File: src/rtl/bt656_stream_dec.sv
// rtl/bt656_stream_dec.sv - BT.656 embedded-sync decoder: active-video words, sync flags, line/pixel counters.
// Define BT656_HDR_PROT_EN to check and correct the XY protection bits P3..P0.
module bt656_stream_dec #(
  parameter int DW      = 8,
  parameter int PIX_CW  = 11,
  parameter int LINE_CW = 10
) (
  input  logic               clk_i,
  input  logic               rst_i,
  input  logic               en_i,
  input  logic [DW-1:0]      data_i,
  output logic [DW-1:0]      pix_data_o,
  output logic               pix_valid_o,
  output logic               sol_o,
  output logic               sof_o,
  output logic               field_o,
  output logic               vblank_o,
  output logic               hblank_o,
  output logic [PIX_CW-1:0]  pix_cnt_o,
  output logic [LINE_CW-1:0] line_cnt_o,
  output logic [PIX_CW-1:0]  line_len_o,
  output logic               hdr_err_o
);

  typedef enum logic [1:0] {S_DATA, S_FF, S_FF00, S_FF0000} state_t;

  state_t             r_state;
  state_t             w_state_nxt;
  logic [7:0]         w_hi;
  logic               w_is_ff;
  logic               w_is_00;
  logic               w_xy;
  logic               w_uncor;
  logic               w_bad;
  logic               w_acc;
  logic               w_valid;
  logic [2:0]         w_fvh;
  logic [PIX_CW-1:0]  w_cnt_inc;
  logic [DW-1:0]      r_pd [4];
  logic [3:0]         r_sq;
  logic               r_field;
  logic               r_v;
  logic               r_h;
  logic               r_sync;
  logic               r_first;
  logic               r_fline;
  logic               r_act;
  logic               r_hdr_err;
  logic [PIX_CW-1:0]  r_pix_cnt;
  logic [PIX_CW-1:0]  r_line_len;
  logic [LINE_CW-1:0] r_line_cnt;

  assign w_hi    = data_i[DW-1 -: 8];
  assign w_is_ff = (w_hi == 8'hFF);
  assign w_is_00 = (w_hi == 8'h00);

  always_ff @(posedge clk_i) begin
    if (rst_i) r_state <= S_DATA;
    else       r_state <= w_state_nxt;
  end

  always_comb begin
    w_state_nxt = r_state;
    w_xy        = 1'b0;
    if (en_i) begin
      case (r_state)
        S_DATA:   w_state_nxt = w_is_ff ? S_FF : S_DATA;
        S_FF:     w_state_nxt = w_is_00 ? S_FF00 : (w_is_ff ? S_FF : S_DATA);
        S_FF00:   w_state_nxt = w_is_00 ? S_FF0000 : (w_is_ff ? S_FF : S_DATA);
        S_FF0000: begin
          w_state_nxt = w_is_ff ? S_FF : S_DATA;
          w_xy        = !w_is_ff;
        end
        default:  w_state_nxt = S_DATA;
      endcase
    end
  end

`ifdef BT656_HDR_PROT_EN
  logic [3:0] w_syn;
  // Syndrome = received parity vs parity recomputed from received F/V/H.
  assign w_syn = w_hi[3:0] ^ {w_hi[5] ^ w_hi[4], w_hi[6] ^ w_hi[4],
                              w_hi[6] ^ w_hi[5], w_hi[6] ^ w_hi[5] ^ w_hi[4]};
  always_comb begin
    w_fvh   = w_hi[6:4];
    w_uncor = 1'b0;
    case (w_syn)
      4'b0000, 4'b0001, 4'b0010, 4'b0100, 4'b1000: ;
      4'b0111: w_fvh[2] = ~w_hi[6];
      4'b1011: w_fvh[1] = ~w_hi[5];
      4'b1101: w_fvh[0] = ~w_hi[4];
      default: w_uncor  = 1'b1;
    endcase
  end
`else
  assign w_fvh   = w_hi[6:4];
  assign w_uncor = 1'b0;
`endif

  assign w_bad     = w_xy && (!w_hi[7] || w_uncor);
  assign w_acc     = w_xy && !w_bad;
  assign w_valid   = !r_sq[3] && r_sync && !r_h && !r_v;
  assign w_cnt_inc = r_pix_cnt + PIX_CW'(w_valid && (r_pix_cnt != '1));

  // A squash flag follows each word; an accepted XY marks itself and the preamble ahead of it.
  always_ff @(posedge clk_i) begin
    if (rst_i) begin
      for (int i = 0; i < 4; i++) r_pd[i] <= '0;
      r_sq <= '0;
    end else if (en_i) begin
      r_pd[0] <= data_i;
      for (int i = 1; i < 4; i++) r_pd[i] <= r_pd[i-1];
      r_sq <= {r_sq[2:0], 1'b0} | {4{w_acc}};
    end
  end

  always_ff @(posedge clk_i) begin
    if (rst_i) begin
      r_field    <= 1'b0;
      r_v        <= 1'b0;
      r_h        <= 1'b0;
      r_sync     <= 1'b0;
      r_first    <= 1'b0;
      r_fline    <= 1'b0;
      r_act      <= 1'b0;
      r_hdr_err  <= 1'b0;
      r_pix_cnt  <= '0;
      r_line_len <= '0;
      r_line_cnt <= '0;
    end else begin
      r_hdr_err <= w_bad;
      if (en_i) begin
        r_pix_cnt <= w_cnt_inc;
        if (w_valid) begin
          r_first <= 1'b0;
          r_fline <= 1'b0;
        end
        if (w_acc) begin
          {r_field, r_v, r_h} <= w_fvh;
          if (!w_fvh[0]) begin
            r_sync    <= 1'b1;
            r_first   <= 1'b1;
            r_pix_cnt <= '0;
            r_act     <= !w_fvh[1];
          end else begin
            if (r_act) r_line_len <= w_cnt_inc;
            r_act <= 1'b0;
          end
          if (w_fvh[2] != r_field) begin
            r_line_cnt <= '0;
            r_fline    <= 1'b1;
          end else if (w_fvh[0]) begin
            r_line_cnt <= r_line_cnt + LINE_CW'(1);
          end
        end
      end
    end
  end

  assign pix_data_o  = r_pd[3];
  assign pix_valid_o = w_valid;
  assign sol_o       = w_valid && r_first;
  assign sof_o       = w_valid && r_first && r_fline && !r_field;
  assign field_o     = r_field;
  assign vblank_o    = r_v;
  assign hblank_o    = r_h;
  assign pix_cnt_o   = r_pix_cnt;
  assign line_cnt_o  = r_line_cnt;
  assign line_len_o  = r_line_len;
  assign hdr_err_o   = r_hdr_err;

endmodule

File: config.mk
export PLATFORM = sky130hd
export DESIGN_NAME = bt656_stream_dec
export DESIGN_NICKNAME = d
export VERILOG_FILES = /design/src/rtl/bt656_stream_dec.sv
export SDC_FILE = /design/constraint.sdc
export NUM_CORES = 1
export LEC_CHECK = 0
export ABC_AREA = 1
export CELL_PAD_IN_SITES_DETAIL_PLACEMENT = 0
export CELL_PAD_IN_SITES_GLOBAL_PLACEMENT = 2
export CORE_UTILIZATION = 31
export DETAILED_ROUTE_END_ITERATION = 6
export MAX_ROUTING_LAYER = met4
export PLACE_DENSITY = 0.75
export SYNTH_ARGS = -nofsm -noshare
export SYNTH_HDL_FRONTEND = slang
export SYNTH_SLANG_ARGS = --single-unit
File: constraint.sdc
create_clock -name clk_i -period 2.8 [get_ports clk_i]
set_input_delay 0.28 -clock clk_i [delete_from_list [all_inputs] [get_ports clk_i]]
set_output_delay 0.28 -clock clk_i [all_outputs]
set_load 0.03 [all_outputs]
* Yosys cells after proc, flatten, opt, wreduce, memory -nomap -nowiden *
Memory sizes are Yosys's and may differ from the RTL's.
Cells that the tools add are included.
W data, S select, Z words.

cells by class
  add/sub/neg operators = 2
  eq/ne operators = 6
  mux-type cells = 26
  bitwise gates (word level) = 6
  reduce and logical (&&, ||, !) cells = 25

operator list
  cell                     count
  $mux W8                  4
  $mux W11                 2
  $mux W10                 2
  $mux W1                  15
  $add A11 B1 Y11          1
  $ne A11 B11 Y1 const B   1
  $add A10 B1 Y10 const B  1
  $logic_and A1 B1 Y1      9
  $eq A8 B8 Y1 const B     1
  $logic_not A1 Y1         8
  $logic_not A8 Y1         1
  $pmux W2 S3              1
  $reduce_and A3 Y1        2
  $eq A2 B2 Y1 const B     2
  $mux W2                  2
  $or A1 B1 Y1             4
  $or A4 B4 Y4             1
  $reduce_and A4 Y1        1
  $eq A2 B1 Y1 const B     1
  $logic_not A2 Y1         1
  $reduce_and A2 Y1        1
  $reduce_bool A2 Y1       1
  $reduce_or A2 Y1         1
  $ne A1 B1 Y1             1
  $not A1 Y1               1

word-level totals
  register bits after elaboration = 46
  RAM bits = 32
  input port bits = 11
  output and inout port bits = 47
  logic and storage cells = 79
  memories = 1

memory list
  name  words  bits a word  read ports  clocked after Yosys merged registers in  write ports  RTL line  RTL
  r_pd  4      8            4           0                                        4            39        logic [DW-1:0] r_pd [4];

* Logic depth before layout (Yosys ltp) *
Gate-level depths: netlist of the first run.

  depth after elaboration = 8
  mapped depth = 15
  mapped depth without buffers = 15

* Worst setup path before layout of the first run *
Ideal clock, no wire load.

  path kind = flip-flop to flip-flop
  from = reg r_pix_cnt[5] (netlist: pix_cnt_o[5])
  to = reg r_line_len[6] (netlist: line_len_o[6])
  library setup time = 0.113 ns
  arrival time = 2.176 ns
  required time = 2.687 ns
  slack = 0.511 ns
  stages on the path, launching flop included = 13
  buffers on the path = 0
  period minus slack after synthesis = 2.289 ns
  path through = dfxtp_1 -> nand4_1 -> o41ai_1 -> inv_1 -> ha_1 -> ha_1 -> nand3_1 -> inv_1 -> nand3_1 -> xor2_1 -> nand2_1 -> nand2_1 -> nor2_1

between the ends
  word-level cells in the longest chain between the ends = 3

ends and longest elaborated chain
  element                   RTL line  RTL
  start: declaration        49        logic [PIX_CW-1:0] r_pix_cnt;
  start signal: assignment  133       r_pix_cnt <= w_cnt_inc;
  $ne A11 B11 Y1            103       assign w_cnt_inc = r_pix_cnt + PIX_CW'(w_valid && (r_pix_cnt != '1));
  $logic_and A1 B1 Y1       103
  $add A11 B1 Y11 *         103
  end signal: assignment    146       if (r_act) r_line_len <= w_cnt_inc;
  end: declaration          50        logic [PIX_CW-1:0] r_line_len;

Mark *: on every way between the ends. The rest lies on a longest branch, timed or not.
A chain may end at the register's enable or synchronous reset.

* Worst setup path in the final report of the first run *
Ends and elaborated chain as after synthesis.

==> results_dict.tcl, run 1 <==
set metrics [dict create \
    hold_viol_final 0 \
    placed_cells 629 \
    syn_area_um2 3533 \
    yosys-top-cells-area "edfxtp_1 27%, dfxtp_1 26%, nand2_1 10%" \
    synth_edf_count 32 \
    cts_tree "built" \
    clkPwrFrac_pct 48.6 \
    path_clk_slew_ns 0.06 \
    rsz0062_at_grt "no" \
    yosysWarnings 0 \
    synth_cell_types 28 \
    antenna_found_initial 0 \
    fin_crit_ns 2.306 \
    grt.overflow.total 0 \
    synthAdderAreaFrac_pct 2.125 \
    first_iter_violations 104 \
    syn_inst 436 \
    gp_congestion 0.8013 \
    grt_pass1_vias 2626 \
    drt.antenna.violating_nets 0 \
    instances_no_fill 645 \
    ios 58 \
    drive_gt1_share_pct 8.317 \
    slew_headroom_pct 44.47 \
    synth-seq-cells 78 \
    p_int_mw 2.042 \
    layout_commonest_cell "nand2_1" \
    cts_resized 0 \
    place_area_um2 4273 \
    cp.arrival_ns 2.54 \
    path_cells "nand4_1 > o41ai_1 > inv_1 > ha_1 > ha_1 > nand3_1 > inv_1 > nand3_1 > xor2_1 > nand2_1 > nand2_1 > nor2_1" \
    synth_compound_gate_area_share_pct 7.755 \
    maxCapViolations 0 \
    p_sw_share_pct 21.96 \
    worst_pin_slew_ns 0.8299 \
    status "completed" \
    power_density_nw_per_um2 569.6 \
    vdd_drop_max_uv 240.4 \
    path_delay_family "simple AND/OR/NAND/NOR gates" \
    cp.required_ns 3.03 \
    crit_fanout 7 \
    clock_path_buffers 2 \
    seq_power_share_pct 46.7 \
    nets 517 \
    cts_made_buffers 9 \
    die_w_um 108.8 \
    synthArstFlopShare_pct 0 \
    ctsHoldBuffers 0 \
    max_freq_mhz 433.7 \
    synth_nets 453 \
    syn_to_final_growth_pct 29.99 \
    cp-end-kind "flip-flop" \
    drv_slew 0 \
    critPathKind "reg -> reg" \
    dpl.hpwl_um 5586 \
    critPathBufInv 2 \
    netlist.area_leader.share_pct 27.20 \
    die_area_um2 11830 \
    cts_num_sinks 78 \
    port_buffers 57 \
    vias_per_cell 4.333 \
    synth_top_area_cell "edfxtp_1" \
    clock_skew_ns 0.006964 \
    design_area_um2 4593 \
    synth_mux_area_share_pct 0 \
    cts.htree.levels 3 \
    seq_area_frac_synth_pct 53.26 \
    hold_path_class "reg -> reg" \
    grt_pass1_wl_um 12960 \
    wl_um 7865 \
    min_period_over_period_pct 82.35 \
    layout_common_cells "94 x nand2_1, 79 x nor2_1, 76 x inv_1" \
    startpoint_type "flip-flop" \
    pwr-share-comb_pct 4.7 \
    core-area_um2 10980 \
    synth_ff_type "dfxtp_1" \
    synthXorXnorAreaFrac_pct 1.735 \
    synth_area_per_cell_um2 8.104 \
    hold_slack_ns 0.4491 \
    vias 2795 \
    diodes 0 \
    grt_max_degree 31 \
    wl_per_cell_um 12.19 \
    synth-simple-area-share_pct 24.82 \
    grt_usage_pct 15.07 \
    post_cts_buffers 0 \
    cpMaxStageDelayCell "dfxtp_1" \
    first_pass_iters 4 \
    slowest_delay_ns 0.44 \
    synth_top_family_by_area "simple AND/OR/NAND/NOR gates" \
    clock_latency_ns 0.34 \
    setup_viol 0 \
    leakage_nw 1.858 \
    rows 38 \
    start_util_pct 32.17 \
    post-route-drc-count 0 \
    setup_tns_ns 0 \
    fp.dieH_um 108.8 \
    ctsRootBufferMaster "clkbuf_16" \
    switchingPower_mw 0.5744 \
]
## metal layers
layer	global-route usage (%)	share of wire, %	wire, µm	vias to the layer above
li1	-	-	-	1490
met1	19.82	51	3990	1259
met2	22.60	45	3569	36
met3	3.288	2.3	183	10
met4	5.792	1.6	122	0
met5	-	0	0	-
## area by class of cell
| class | instances | area [µm²] |
|---|---|---|
| Multi-Input combinational cell | 269 | 1287 |
| Clock inverter | 7 | 95.09 |
| Inverter | 78 | 292.8 |
| Sequential cell | 78 | 1882 |
| Fill cell | 1142 | 6390 |
| Timing Repair Buffer | 64 | 635.6 |
| Tap cell | 140 | 175.2 |
| Clock buffer | 9 | 225.2 |
## Yosys cell counts (3+ instances only)
master	n
nand3_1	17
nand4_1	11
edfxtp_1	32
xnor2_1	4
o21ai_0	14
ha_1	6
clkbuf_1	5
inv_1	76
a21oi_1	17
o21ai_2	10
xor2_1	3
nor2_1	79
nand2_1	94
buf_6	3
dfxtp_1	46
nand2_2	3
## worst register-to-register path: cells and delay by family, from the launching register on
family / cells / cell delay [ns]
AND/OR/NAND/NOR: 6 / 0.61
XOR/XNOR: 1 / 0.25
buffers and inverters: 2 / 0.18
flip-flops: 1 / 0.44
AO/OA/AOI/OAI: 1 / 0.26
adder cells (fa/ha/maj): 2 / 0.45
## power by group through the flow
| stage | Clock, mW | Combinational [mW] | Sequential [mW] |
|---|---|---|---|
| after detailed placement | 0 | 0.126 | 1.25 |
| final | 1.27 | 0.124 | 1.22 |
| after global placement | 0 | 0.125 | 1.25 |
| after global routing | 1.34 | 0.140 | 1.22 |
| after CTS | 1.31 | 0.127 | 1.22 |
| after floorplan | 0 | 0.0562 | 1.26 |
## cell families (layout without fill, tap and decap cells)
group           after synthesis  in the layout
fa+ha+maj                     6              6
xor+xnor                      7              7
compound gates               45             45
buf+inv                      89            158
simple gates                211            211
flops                        78             78
## registers in the layout, summed over array words and instances, names as in the netlist
register,flops
r_first,1
field_o,1
r_sync,1
hdr_err_o,1
pix_cnt_o,11
r_sq,4
r_fline,1
r_act,1
r_pd,32
line_cnt_o,10
line_len_o,11
hblank_o,1
r_state,2
vblank_o,1
## stage by stage
stage | power (mW) | utilization (%) | setup WS [ns]
floorplan | 1.317 | - | 0.5110
global route | 2.705 | 41.82 | 0.2299
detailed placement | 1.372 | 38.90 | 0.4158
global placement | 1.371 | 38.90 | 0.4381
CTS | 2.658 | 41.82 | 0.4519
finish | 2.616 | 41.82 | 0.4942
## path summary, 6_finish.rpt
check,from,endpoint,slack [ns],depth (start not counted)
max,pix_cnt_o[5]$_SDFFE_PP0P_,line_len_o[6]$_SDFFE_PP0P_,0.49,12
max reg2reg,pix_cnt_o[5]$_SDFFE_PP0P_,line_len_o[6]$_SDFFE_PP0P_,0.49,12
min,r_sync$_SDFFE_PP0P_,r_sync$_SDFFE_PP0P_,0.45,2
min reg2reg,r_sync$_SDFFE_PP0P_,r_sync$_SDFFE_PP0P_,0.45,2
Power figures use the tool's default switching activity.
==> run 2, diff against run 1 <==
--- a/config.mk
+++ b/config.mk
@@ -8,10 +8,10 @@
 export ABC_AREA = 1
 export CELL_PAD_IN_SITES_DETAIL_PLACEMENT = 0
 export CELL_PAD_IN_SITES_GLOBAL_PLACEMENT = 2
-export CORE_UTILIZATION = 31
+export CORE_UTILIZATION = 28
 export DETAILED_ROUTE_END_ITERATION = 6
 export MAX_ROUTING_LAYER = met4
-export PLACE_DENSITY = 0.75
+export PLACE_DENSITY = 0.71
 export SYNTH_ARGS = -nofsm -noshare
 export SYNTH_HDL_FRONTEND = slang
 export SYNTH_SLANG_ARGS = --single-unit
==> constraint.sdc (replaced) <==
create_clock -name clk_i -period 1.99 [get_ports clk_i]
set_input_delay 0.199 -clock clk_i [delete_from_list [all_inputs] [get_ports clk_i]]
set_output_delay 0.199 -clock clk_i [all_outputs]
set_load 0.03 [all_outputs]
==> run 2 against run 1 <==
Fmax increased by 20%. Worst setup slack worse by 0.42 ns. Sequential power grew 39%. Via count up 5.5%. Combinational power is 50% higher. Clock skew rose by 0.0045 ns. Non-clock buffer count is 26 higher. Critical path depth increased by 1. Die area grew 11%. Sequential cell count unchanged. Critical path type unchanged. Largest cell class unchanged. Largest power group is now sequential cells. Highest routed layer unchanged.
==> results_dict.tcl, run 2 (same netlist as run 1, synthesis figures left out) <==
set metrics [dict create \
    seq_power_share_pct 49.2 \
    slew_headroom_pct 76.14 \
    cts.htree.levels 3 \
    grt.overflow.total 0 \
    hold_slack_ns 0.4582 \
    dpl.hpwl_um 5955 \
    nets 543 \
    layout_commonest_cell "nand2_1" \
    clkPwrFrac_pct 45.4 \
    min_period_over_period_pct 96.24 \
    design_area_um2 4937 \
    crit_fanout 4 \
    fin_crit_ns 1.915 \
    status "completed" \
    ios 58 \
    vdd_drop_max_uv 284.7 \
    rows 40 \
    path_cells "inv_2 > nand4_1 > inv_2 > o41ai_2 > inv_1 > ha_4 > ha_4 > nand3_4 > inv_4 > nand3_4 > xor2_2 > buf_4 > o21ai_2" \
    place_area_um2 4534 \
    grt_pass1_vias 2856 \
    antenna_found_initial 0 \
    syn_to_final_growth_pct 39.73 \
    clock_path_buffers 2 \
    cp-end-kind "flip-flop" \
    port_buffers 57 \
    cts_num_sinks 78 \
    vias_per_cell 4.220 \
    clock_latency_ns 0.35 \
    finalPower_mw 3.460 \
    ctsRootBufferMaster "clkbuf_16" \
    maxCapViolations 0 \
    die_w_um 114.3 \
    gp_congestion 0.8068 \
    diodes 0 \
    p_sw_share_pct 24.23 \
    power_density_nw_per_um2 700.8 \
    layout_common_cells "91 x nand2_1, 78 x nor2_1, 73 x inv_1" \
    start_util_pct 29.05 \
    p_int_mw 2.622 \
    leakage_nw 1.993 \
    core-area_um2 12160 \
    cts_tree "built" \
    wl_per_cell_um 12.21 \
    post-route-drc-count 0 \
    path_clk_slew_ns 0.07 \
    hold_path_class "reg -> reg" \
    grt_max_degree 37 \
    clock_skew_ns 0.01145 \
    pre_cts_ws_ns 0.02093 \
    die_area_um2 13070 \
    regMostFlops "r_pd" \
    cp.required_ns 2.26 \
    cts_made_buffers 9 \
    hold_viol_final 0 \
    worstRegToRegCells 13 \
    first_pass_iters 4 \
    critPathKind "reg -> reg" \
    grt_usage_pct 14.42 \
    grt_pass1_wl_um 13890 \
    cp.arrival_ns 2.18 \
    largest_register_ffs 32 \
    drt.antenna.violating_nets 0 \
    fp.dieH_um 114.3 \
    pwr-share-comb_pct 5.4 \
    setup_ws_ns 0.07492 \
    rsz0062_at_grt "yes" \
    startpoint_type "flip-flop" \
    drive_gt1_share_pct 18.46 \
    first_iter_violations 214 \
    worst_pin_slew_ns 0.3568 \
    max_freq_mhz 522.2 \
    slowest_delay_ns 0.33 \
    cpMaxStageDelayCell "dfxtp_2" \
    min_delay_path_depth 2 \
    drv_slew 0 \
    setup_viol 0 \
    switchingPower_mw 0.8383 \
    wl_um 8538 \
    vias 2950 \
]
run 2: changes by cell type in the layout (fill, tap and decap cells not counted), moves of 4 or more:
cell / before / now
dfxtp_1: 46 / 33
dfxtp_4: 0 / 11
buf_4: 6 / 31
nand3_1: 17 / 13
run 2: worst paths after layout:
path | from | to | slack [ns]
hold reg to reg | r_sq[1]$_SDFFE_PP0P_ | r_sq[1]$_SDFFE_PP0P_ | 0.46
setup / recovery | vblank_o$_SDFFE_PP0P_ | pix_cnt_o[6]$_SDFFE_PP0P_ | 0.07
setup reg to reg | vblank_o$_SDFFE_PP0P_ | pix_cnt_o[6]$_SDFFE_PP0P_ | 0.07
hold / removal | r_sq[1]$_SDFFE_PP0P_ | r_sq[1]$_SDFFE_PP0P_ | 0.46
run 2: cell type report:
cell class / count / area, µm²
Fill cell: 1231 / 7224
Sequential cell: 78 / 1926
Multi-Input combinational cell: 269 / 1385
Timing Repair Buffer: 90 / 839.6
Inverter: 78 / 295.3
Clock buffer: 9 / 225.2
Tap cell: 168 / 210.2
Clock inverter: 7 / 56.30
run 2: what timing repair did:
| action | CTS | global route |
|---|---|---|
| setup endpoints to repair | 3 | 11 |
| hold buffers | 0 | 0 |
| endpoints found under the hold margin | 0 | 0 |
| resized for setup | 3 | 16 |
| pin swaps | 0 | 9 |
| cloned | 0 | 0 |
| buffers inserted | 0 | 6 |
run 2: routing by layer:
layer | vias up | routed length (µm) | track usage, % | part of all wire, %
met4 | 0 | 177 | 7.013 | 2.1
met2 | 46 | 3921 | 22.42 | 46
met5 | - | 0 | - | 0
met3 | 14 | 247 | 2.753 | 2.9
met1 | 1341 | 4192 | 18.01 | 49
li1 | 1549 | - | - | -
run 2: power by group through the flow:
stage          Sequential (mW)  Combinational, mW  Clock (mW)
6_report                  1.70              0.186        1.57
5_1_grt                   1.71              0.209        1.68
4_1_cts                   1.70              0.191        1.62
3_5_place_dp              1.74              0.190           0
3_3_place_gp              1.74              0.190           0
2_1_floorplan             1.76             0.0790           0
run 2: critical path, delay by kind of cell, from the launching register on:
family | cells | cell delay, ns
buf+inv | 5 | 0.50
flops | 1 | 0.33
simple gates | 3 | 0.33
fa+ha+maj | 2 | 0.32
compound gates | 2 | 0.19
xor+xnor | 1 | 0.15
run 2: metrics by stage:
step | setup TNS, ns | utilization (%) | cells
after floorplan | 0 | - | 436
after global placement | 0 | 37.28 | 677
after detailed placement | 0 | 37.28 | 677
after CTS | 0 | 39.57 | 693
after global routing | -0.09711 | 40.60 | 699
final | 0 | 40.60 | 699
